<file path="src/rtl/itlb_micro_cache_pkg.sv">
// Shared types and constants for the micro TLB: exception kinds, segment decode, entry layout.
package itlb_micro_cache_pkg;

  localparam int unsigned VPN_W  = 20;
  localparam int unsigned VPN2_W = 19;
  localparam int unsigned PFN_W  = 20;
  localparam int unsigned CA_W   = 3;

  typedef enum logic [1:0] {
    TLBK_NONE     = 2'd0,
    TLBK_REFILL   = 2'd1,
    TLBK_INVALID  = 2'd2,
    TLBK_MODIFIED = 2'd3
  } tlbk_e;

  localparam logic [CA_W-1:0] CA_CACHEABLE = 3'd3;

  // vpn[19:18] == 2'b10 selects kseg0/kseg1; vpn[17] then picks kseg1
  localparam logic [1:0] SEG_UNMAPPED = 2'b10;

  typedef enum logic {
    ST_IDLE = 1'b0,
    ST_REQ  = 1'b1
  } refill_state_e;

  typedef struct packed {
    logic [VPN2_W-1:0] vpn2;
    logic              found;
    logic [PFN_W-1:0]  pfn0;
    logic [PFN_W-1:0]  pfn1;
    logic [CA_W-1:0]   c0;
    logic [CA_W-1:0]   c1;
    logic              d0;
    logic              d1;
    logic              v0;
    logic              v1;
  } utlb_entry_t;

  function automatic logic [PFN_W-1:0] unmapped_pfn(input logic [VPN_W-1:0] vpn);
    if (vpn[17]) return {3'b000, vpn[16:0]};
    else         return {1'b0, vpn[18:0]};
  endfunction

endpackage

</file>
<file path="src/rtl/itlb_micro_cache_entry_match.sv">
// Associative compare of all buffer entries against one VPN2, plus lowest free slot search.
module utlb_entry_match
  import itlb_micro_cache_pkg::*;
#(
  parameter int unsigned ENTRIES = 4,
  localparam int unsigned IDX_W = $clog2(ENTRIES)
) (
  input  logic [ENTRIES-1:0]             entry_valid,
  input  logic [ENTRIES-1:0][VPN2_W-1:0] entry_vpn2,
  input  logic [VPN2_W-1:0]              vpn2,
  output logic [ENTRIES-1:0]             hit,
  output logic                           any_invalid,
  output logic [IDX_W-1:0]               lowest_invalid
);

  always_comb begin
    hit            = '0;
    any_invalid    = 1'b0;
    lowest_invalid = '0;
    for (int unsigned i = 0; i < ENTRIES; i++) begin
      hit[i] = entry_valid[i] && (entry_vpn2[i] == vpn2);
      if (!entry_valid[i] && !any_invalid) begin
        any_invalid    = 1'b1;
        lowest_invalid = IDX_W'(i);
      end
    end
  end

endmodule

</file>
<file path="src/rtl/itlb_micro_cache.sv">
// Micro translation buffer: combinational lookup over ENTRIES page pairs, refilled from the
// main TLB one entry at a time through a two-state req/ack FSM.
module itlb_micro_cache
  import itlb_micro_cache_pkg::*;
#(
  parameter int unsigned ENTRIES   = 4,
  parameter bit          MODE_DATA = 1'b0
) (
  input  logic              clk,
  input  logic              reset,
  input  logic              lookup_valid,
  input  logic [VPN_W-1:0]  lookup_vpn,
  input  logic              lookup_store,
  output logic [PFN_W-1:0]  lookup_pfn,
  output logic              lookup_cached,
  output logic              tlb_ex,
  output logic [1:0]        tlb_exkind,
  output logic              stall,
  output logic              refill_req,
  output logic [VPN2_W-1:0] refill_vpn2,
  input  logic              refill_ack,
  input  logic              refill_found,
  input  logic [PFN_W-1:0]  refill_pfn0,
  input  logic [PFN_W-1:0]  refill_pfn1,
  input  logic [CA_W-1:0]   refill_c0,
  input  logic [CA_W-1:0]   refill_c1,
  input  logic              refill_d0,
  input  logic              refill_d1,
  input  logic              refill_v0,
  input  logic              refill_v1,
  input  logic              flush
);

  localparam int unsigned IDX_W = $clog2(ENTRIES);

  utlb_entry_t                    ent_q [ENTRIES];
  logic [ENTRIES-1:0]             valid_q;
  logic [IDX_W-1:0]               rr_q;
  refill_state_e                  state_q, state_d;
  logic [VPN2_W-1:0]              refill_vpn2_q;

  logic [ENTRIES-1:0][VPN2_W-1:0] ent_vpn2;
  logic [ENTRIES-1:0]             hit;
  logic                           any_hit;
  logic                           any_invalid;
  logic [IDX_W-1:0]               lowest_invalid;
  logic [IDX_W-1:0]               victim;
  logic                           fill;
  logic                           unmapped;
  utlb_entry_t                    sel;
  utlb_entry_t                    new_ent;
  tlbk_e                          kind;

  always_comb begin
    for (int unsigned i = 0; i < ENTRIES; i++) ent_vpn2[i] = ent_q[i].vpn2;
  end

  utlb_entry_match #(.ENTRIES(ENTRIES)) u_match (
    .entry_valid    (valid_q),
    .entry_vpn2     (ent_vpn2),
    .vpn2           (lookup_vpn[VPN_W-1:1]),
    .hit            (hit),
    .any_invalid    (any_invalid),
    .lowest_invalid (lowest_invalid)
  );

  assign any_hit  = |hit;
  assign unmapped = (lookup_vpn[VPN_W-1:VPN_W-2] == SEG_UNMAPPED);
  assign stall    = lookup_valid && !unmapped && !any_hit;

  // Hit vector is one-hot, so an OR-reduction selects the matching entry
  always_comb begin
    sel = '0;
    for (int unsigned i = 0; i < ENTRIES; i++) begin
      if (hit[i]) sel = sel | ent_q[i];
    end
  end

  always_comb begin
    lookup_pfn    = '0;
    lookup_cached = 1'b0;
    kind          = TLBK_NONE;
    if (unmapped) begin
      lookup_pfn    = unmapped_pfn(lookup_vpn);
      lookup_cached = !lookup_vpn[17];
    end else if (any_hit) begin
      lookup_pfn    = lookup_vpn[0] ? sel.pfn1 : sel.pfn0;
      lookup_cached = (lookup_vpn[0] ? sel.c1 : sel.c0) == CA_CACHEABLE;
      if (lookup_valid) begin
        if (!sel.found)
          kind = TLBK_REFILL;
        else if (!(lookup_vpn[0] ? sel.v1 : sel.v0))
          kind = TLBK_INVALID;
        else if (MODE_DATA && lookup_store && !(lookup_vpn[0] ? sel.d1 : sel.d0))
          kind = TLBK_MODIFIED;
      end
    end
  end

  assign tlb_exkind = kind;
  assign tlb_ex     = (kind != TLBK_NONE);

  // Refill FSM
  always_ff @(posedge clk or posedge reset) begin
    if (reset) state_q <= ST_IDLE;
    else       state_q <= state_d;
  end

  always_comb begin
    state_d = state_q;
    case (state_q)
      ST_IDLE: if (stall) state_d = ST_REQ;
      ST_REQ:  if (refill_ack) state_d = ST_IDLE;
      default: state_d = ST_IDLE;
    endcase
    if (flush) state_d = ST_IDLE;
  end

  always_comb begin
    refill_req = (state_q == ST_REQ);
  end

  assign refill_vpn2 = refill_vpn2_q;

  always_ff @(posedge clk or posedge reset) begin
    if (reset)
      refill_vpn2_q <= '0;
    else if (state_q == ST_IDLE && state_d == ST_REQ)
      refill_vpn2_q <= lookup_vpn[VPN_W-1:1];
  end

  // A flush in the ack cycle discards the response
  assign fill   = (state_q == ST_REQ) && refill_ack && !flush;
  assign victim = any_invalid ? lowest_invalid : rr_q;

  always_comb begin
    new_ent.vpn2  = refill_vpn2_q;
    new_ent.found = refill_found;
    new_ent.pfn0  = refill_pfn0;
    new_ent.pfn1  = refill_pfn1;
    new_ent.c0    = refill_c0;
    new_ent.c1    = refill_c1;
    new_ent.d0    = refill_d0;
    new_ent.d1    = refill_d1;
    new_ent.v0    = refill_v0;
    new_ent.v1    = refill_v1;
  end

  always_ff @(posedge clk) begin
    if (fill) ent_q[victim] <= new_ent;
  end

  always_ff @(posedge clk or posedge reset) begin
    if (reset) begin
      valid_q <= '0;
      rr_q    <= '0;
    end else if (flush) begin
      valid_q <= '0;
      rr_q    <= '0;
    end else if (fill) begin
      valid_q[victim] <= 1'b1;
      if (!any_invalid) rr_q <= IDX_W'(rr_q + IDX_W'(1));
    end
  end

endmodule

</file>
<file path="config.mk">
export PLATFORM = sky130hd
export DESIGN_NAME = itlb_micro_cache
export DESIGN_NICKNAME = d
export VERILOG_FILES = /design/src/rtl/itlb_micro_cache_pkg.sv /design/src/rtl/itlb_micro_cache_entry_match.sv /design/src/rtl/itlb_micro_cache.sv
export SDC_FILE = /design/constraint.sdc
export NUM_CORES = 1
export LEC_CHECK = 0
export ABC_AREA = 1
export BUFFER_PORTS_ARGS = -buffer_cell sky130_fd_sc_hd__buf_4
export CELL_PAD_IN_SITES_DETAIL_PLACEMENT = 1
export CELL_PAD_IN_SITES_GLOBAL_PLACEMENT = 1
export CORE_MARGIN = 2
export CORE_UTILIZATION = 47
export CTS_CLUSTER_SIZE = 14
export DETAILED_ROUTE_END_ITERATION = 8
export PLACE_DENSITY_LB_ADDON = 0.3
export RECOVER_POWER = 100
export SLEW_MARGIN = 0
export SYNTH_ARGS = -nofsm -noshare
export SYNTH_HDL_FRONTEND = slang
export SYNTH_SLANG_ARGS = --single-unit
</file>
<file path="constraint.sdc">
create_clock -name clk -period 6.78 [get_ports clk]
set_input_delay 1.356 -clock clk [delete_from_list [all_inputs] [get_ports clk]]
set_output_delay 1.356 -clock clk [all_outputs]
set_load 0.005 [all_outputs]
</file>
; ---- After elaboration in Yosys (flattened, before gate mapping)
; Memories as Yosys holds them, arrays and structs flattened.
; Cells that the tools add are included.
[word_totals]
mem_bits_rw = 280
ff_bits = 26
mem_count = 1
output_inout_bits = 45
[mem_list]
columns = name, words, word_bits, read_ports, rd_ports_with_merged_regs, write_ports, line
row1 = ent_q, 4, 70, 4, 0, 1, itlb_micro_cache.sv:36  ; utlb_entry_t ent_q [ENTRIES];
[classes]
n_eq_ne = 7
reduce_logical = 26
n_addsub = 1
bitwise_logic = 5
n_mux = 38
order_cmp = 2
[op_table]
columns = cell, count
row1 = 51-bit two-way mux, 4
row2 = 51-bit OR, 3
row3 = 19-bit equality test, 4
row4 = 20-bit two-way mux, 3
row5 = 2-bit two-way mux, 11
row6 = 19-bit two-way mux, 1
row7 = 1-bit two-way mux, 14
row8 = 1-bit logical AND, 13
row9 = 1-bit zero test, 9
row10 = 4-bit two-way mux, 2
row11 = 4-bit OR, 1
row12 = 2-bit nonzero test, 2
row13 = 4-bit OR reduction, 1
row14 = 3-bit by 2-bit equality test with 1-bit output (second input constant), 1
row15 = 2-bit by 3-bit less-than comparator with 1-bit output (second input constant), 1
row16 = 3-bit two-way mux, 1
row17 = 2-bit by 1-bit adder with 2-bit output (second input constant), 1
row18 = 1-bit demux with 2-bit select, 1
row19 = 2-bit equality test (second input constant), 1
row20 = 2-bit by 1-bit >= comparator with 1-bit output (second input constant), 1
row21 = 2-bit != test (second input constant), 1
row22 = 1-bit one-hot mux with 2 select lines, 1
row23 = 2-bit AND reduction, 1
row24 = 1-bit NOT, 1

; ---- Depth between registers and ports, before layout
[logic_depth]
ltp_word = 17
depth_mapped = 16
mapped_depth_nobuf = 15

; ---- By module
; A second synthesis with hierarchy kept.
[unflattened]
hier_cells = 1049
area_unflattened_um2 = 12172.9
[modules_own_cells]
columns = mod, instances, area_each_um2, cells_per_inst, seq_area_each_um2
row1 = itlb_micro_cache, 1, 10859.2, 742, 8818.5
row2 = utlb_entry_match, 1, 1313.8, 307, 0.0

; ---- Worst setup path after synthesis
; OpenSTA, ideal clock, no wires.
[synth_timing]
path_kind = input port to flip-flop
from = in refill_ack
to = mem ent_q[0][0] (netlist name), enable pin
setup_time_ns = 0.577
path_buffers = 0
stages = 4
required_ns = 6.203
setup_slack_ns = -0.108
arrival_time_ns = 6.311
path_cell_list = nand2_1 > nor2_1 > inv_1 > nor3_1
[synth_via]
elab_chain_len = 4
[synth_lines]
columns = item, line
row1 = from (decl), itlb_micro_cache.sv:21  ; input logic refill_ack,
row2 = 1-bit logical AND (2 in series), itlb_micro_cache.sv:133  ; assign fill = (state_q == ST_REQ) && refill_ack && !flush;
row3 = 1-bit two-way mux, itlb_micro_cache.sv:150  ; if (fill) ent_q[victim] <= new_ent;
row4 = 1-bit two-way mux (not written as such), itlb_micro_cache.sv:150
row5 = to (decl), itlb_micro_cache.sv:36
; No other way between the ends.

; ---- Worst setup path after layout
[layout_timing]
from = in lookup_vpn[4]
to = out lookup_pfn[3]
[layout_via]
elab_chain_len = 12
word_cells_on_any_way = 19
cone_classes = eq/ne: 4 / mux: 7 / bitwise: 3 / reduce/logical: 5
[layout_lines]
columns = item, line
row1 = from (decl), itlb_micro_cache.sv:12  ; input logic [VPN_W-1:0] lookup_vpn,
row2 = 19-bit equality test, itlb_micro_cache_entry_match.sv:21  ; hit[i] = entry_valid[i] && (entry_vpn2[i] == vpn2);
row3 = 1-bit logical AND, itlb_micro_cache_entry_match.sv:21
row4 = 51-bit two-way mux, itlb_micro_cache.sv:75  ; if (hit[i]) sel = sel | ent_q[i];
row5 = 51-bit OR, itlb_micro_cache.sv:75
row6 = 51-bit two-way mux, itlb_micro_cache.sv:75
row7 = 51-bit OR, itlb_micro_cache.sv:75
row8 = 51-bit two-way mux, itlb_micro_cache.sv:75
row9 = 51-bit OR, itlb_micro_cache.sv:75
row10 = 51-bit two-way mux, itlb_micro_cache.sv:75
row11 = 20-bit two-way mux, itlb_micro_cache.sv:87  ; lookup_pfn = lookup_vpn[0] ? sel.pfn1 : sel.pfn0;
row12 = 20-bit two-way mux *, itlb_micro_cache.sv:86  ; end else if (any_hit) begin
row13 = 20-bit two-way mux *, itlb_micro_cache.sv:83  ; if (unmapped) begin
row14 = to (decl), itlb_micro_cache.sv:14  ; output logic [PFN_W-1:0] lookup_pfn,
; Every way passes the cells marked *; elsewhere a longest branch is shown, timed or not.

==> summary.txt <==
Power and ir drop
  • Internal Power: 2.97 mW
  • Leakage power total: 5.26 nW
  • Total design power: 3.83 mW
  • Combinational Power Share: 5.6%
  • Switching Power: 856 µW
  • Fraction of power consumed by sequential logic: 55.4%
  • Power per Cell Area: 271 mW/mm²
  • Worst vdd ir: 235 µV
  • Clock power frac: 39.0%
  • Proportion of total power due to net switching: 22.3%

Die
  • Boundary Pins: 122
  • Number of cell rows: 59
  • Vertical extent of the die: 166 µm
  • Initial standard-cell utilization of the core: 47.5%
  • Area enclosed by the die boundary: 0.0274 mm²
  • Core region area: 0.0258 mm²
  • Die width: 166 µm

Cells and area
  • Area delta synth->final: 15.2%
  • Layout cells sized above 1: 10.9%
  • Final non-filler cell area: 0.0141 mm²
  • Final-stage net count: 1275

Clock tree
  • Number of resized instances in the post-cts repair step: 0
  • Latest clock arrival within the worst-skew pair: 550 ps
  • Clock-pin slew of the registers on the worst-case setup and hold paths: 60 ps
  • Root buffer selected by CTS: sky130_fd_sc_hd__clkbuf_16
  • Post-CTS setup-driven buffer insertion count: 0
  • TritonCTS buffer count: 30
  • Maximum number of buffers from clock root to sink: 3
  • Number of hold buffers added after cts: 0
  • TritonCTS clock tree: yes
  • Max H-tree Level: 1
  • Clock sinks: 298

Worst setup path
  • Largest fanout on the critical path: 20
  • Worst reg2reg path endpoint: ent_q[2][48]$_DFFE_PP_
  • Arrival @ worst endpoint: 4670 ps
  • Critical Path Start Type: input port
  • Worst-case reg-to-reg path depth: 8
  • Reg-to-reg startpoint: valid_q[0]$_DFFE_PP0P_
  • Worst setup path startpoint: lookup_vpn[4]
  • Flop2flop setup slack: 1180 ps
  • CP Capture Type: output pin
  • Data required time of the worst path: 5420 ps
  • Critical path class: in -> out

Timing
  • Headroom to the max-slew limit: -185%
  • Max-slew violations: 237
  • Setup repair after global routing missed its margin: false
  • Setup Total Neg Slack: 0 ps
  • # setup viols final: 0
  • Maximum operating frequency: 166 MHz
  • Setup Skew: 9.34 ps
  • Final hold violations: 0
  • Tmin final: 6030 ps
  • Ratio of final minimum period to clock period: 88.9%
  • Least-Margin Pin Slew: 4280 ps

Drt
  • DRC: 0
  • Final WL: 34.2 mm
  • Number of iterations in the first detailed-routing pass: 5
  • First DRT Iteration DRCs: 681
  • Routed wirelength normalized by instance count: 22.0 µm
  • Total via count after detailed routing: 8655
  • Antenna Nets Post-Route: 0
  • Detail-routed via count per cell: 5.57

Synth
  • Most area-consuming cells after synthesis: sky130_fd_sc_hd__edfxtp_1 67%, sky130_fd_sc_hd__nand2_1 11%, sky130_fd_sc_hd__dfrtp_1 5.3%
  • Most used standard cell by instance count after synthesis: sky130_fd_sc_hd__nand2_1
  • Net count after synthesis: 1145
  • Syn_area_per_cell: 11.5 µm²
  • Post-synthesis instance area: 0.0123 mm²
  • Synthesized flop and latch total: 298
  • Number of standard cells after synthesis: 1068
  • Distinct cell type count of the synthesized netlist: 28
  • Sequential-to-total area share from yosys stat: 71.9%
  • Post-synth top cells: 356 x sky130_fd_sc_hd__nand2_1, 272 x sky130_fd_sc_hd__edfxtp_1, 78 x sky130_fd_sc_hd__nand4_1, 77 x sky130_fd_sc_hd__inv_1, 58 x sky130_fd_sc_hd__nor2_1
  • Main synth FF type: sky130_fd_sc_hd__edfxtp_1
  • Number of enable flip-flop cells after synthesis: 272
  • Async set or reset register ratio after synthesis: 8.72%
  • Synthesis Warnings: 0
  • Cell type contributing the most total cell area after synthesis: sky130_fd_sc_hd__edfxtp_1
  • Synth top area share: 66.6%

Global route
  • Via count of the first global-routing pass: 8984
  • GRT Total Usage: 25.4%
  • Wire length of the first global-routing pass: 51.6 mm
  • Residual overflow from global routing: 0
  • Number of antenna violations at the first check in global routing: 1
  • Pin count of the biggest net entering global routing: 63

Job
  • Max-capacitance violation count: 6

Worst hold path
  • Worst min-delay path category: reg -> reg
  • Hold path startpoint: rr_q[0]$_DFFE_PP0P_
  • End of the worst hold path: rr_q[0]$_DFFE_PP0P_
  • WHS Path Cells: 1

Place
  • Placement-stage cell area: 0.0135 mm²
  • Count of input and output buffers: 118
  • Detailed Place HPWL: 22.1 mm
  • Routability congestion estimate: 0.851

Outcome
  • Violations in the final reports: capacitance limit, slew limit
  • Status: complete, but fails checks
## stage by stage
| step | cells | hold slack [ps] | setup WS (ps) | util (%) |
|---|---|---|---|---|
| floorplan | 1068 | 467 | 1730 | - |
| global placement | 1501 | 489 | 1270 | 52.4 |
| detailed placement | 1501 | 495 | 1280 | 52.4 |
| CTS | 1553 | 507 | 1230 | 55.7 |
| global route | 1553 | 531 | 508 | 54.7 |
| finish | 1554 | 508 | 752 | 54.7 |
## power by group through the flow
stage	clock (mW)	combinational (mW)	sequential [mW]
after floorplan	0	0.0915	2.14
after global placement	0	0.225	2.16
after detailed placement	0	0.234	2.16
after CTS	1.51	0.237	2.12
after global routing	1.58	0.241	2.13
final	1.49	0.216	2.12
## routing by layer
metal  GRT usage [%]  wire length [µm]  up-vias
met5               0                13        -
met4            6.07               444        2
met2            43.2             17200      276
li1                -                 -     3951
met1            35.0             14700     4388
met3            3.30              1890       38
## worst max path at each step
stage,endpoint,slack [ps],cells after the start
2_1_floorplan,ent_q[1][0]$_DFFE_PP_,1730,4
3_3_place_gp,lookup_pfn[3],1270,15
3_5_place_dp,lookup_pfn[3],1280,15
4_1_cts,lookup_pfn[3],1230,15
5_1_grt,lookup_pfn[10],510,15
6_report,lookup_pfn[3],750,15
## sequential cells by signal, summed over array words and instances (netlist names)
name and cells:
ent_q 272, refill_vpn2 19, valid_q 4, rr_q 2, refill_req 1
## cells by family (layout without fill, tap and decap cells)
logic type	count (synthesis)	count (layout)	share of synthesized area, %
compound gates	93	93	3.94
flops	298	298	71.9
xor+xnor	15	15	1.07
buf+inv	124	274	4.11
simple gates	538	538	19.0
other cells	0	1	0
## layout make-up
type | instances | area, µm²
multi-input combinational | 646 | 2930
timing repair buffer | 131 | 756
sequential | 298 | 8820
inverter | 91 | 342
fill | 2750 | 11700
antenna | 1 | 2.50
tap | 335 | 419
clock buffer | 39 | 806
clock inverter | 13 | 56.3
## placed cells by master (no fill, tap or decap), drive strengths merged
cell / n
o21ai: 44
xnor2: 15
nand2: 356
buf: 41
nand3: 29
nand4: 79
edfxtp: 272
or2: 2
a211oi: 3
clkinv: 13
nor3: 5
o22ai: 2
dfrtp: 26
clkbuf: 129
a21oi: 42
nor2: 67
inv: 91
diode: 1
a22o: 2
## worst max-delay path: stages
cell and delay (ps):
sky130_fd_sc_hd__clkbuf_1 220, sky130_fd_sc_hd__inv_1 220, sky130_fd_sc_hd__nand2_1 100, sky130_fd_sc_hd__nand2_1 80, sky130_fd_sc_hd__nor2_1 110, sky130_fd_sc_hd__nand2_1 60, sky130_fd_sc_hd__nor2_1 530, sky130_fd_sc_hd__nand3_1 240
sky130_fd_sc_hd__inv_1 630, sky130_fd_sc_hd__buf_4 380, sky130_fd_sc_hd__nand2_1 100, sky130_fd_sc_hd__nand4_1 100, sky130_fd_sc_hd__nand3_1 140, sky130_fd_sc_hd__o21ai_0 200, sky130_fd_sc_hd__buf_4 180
No activity file was read; power rests on OpenSTA's default activity.
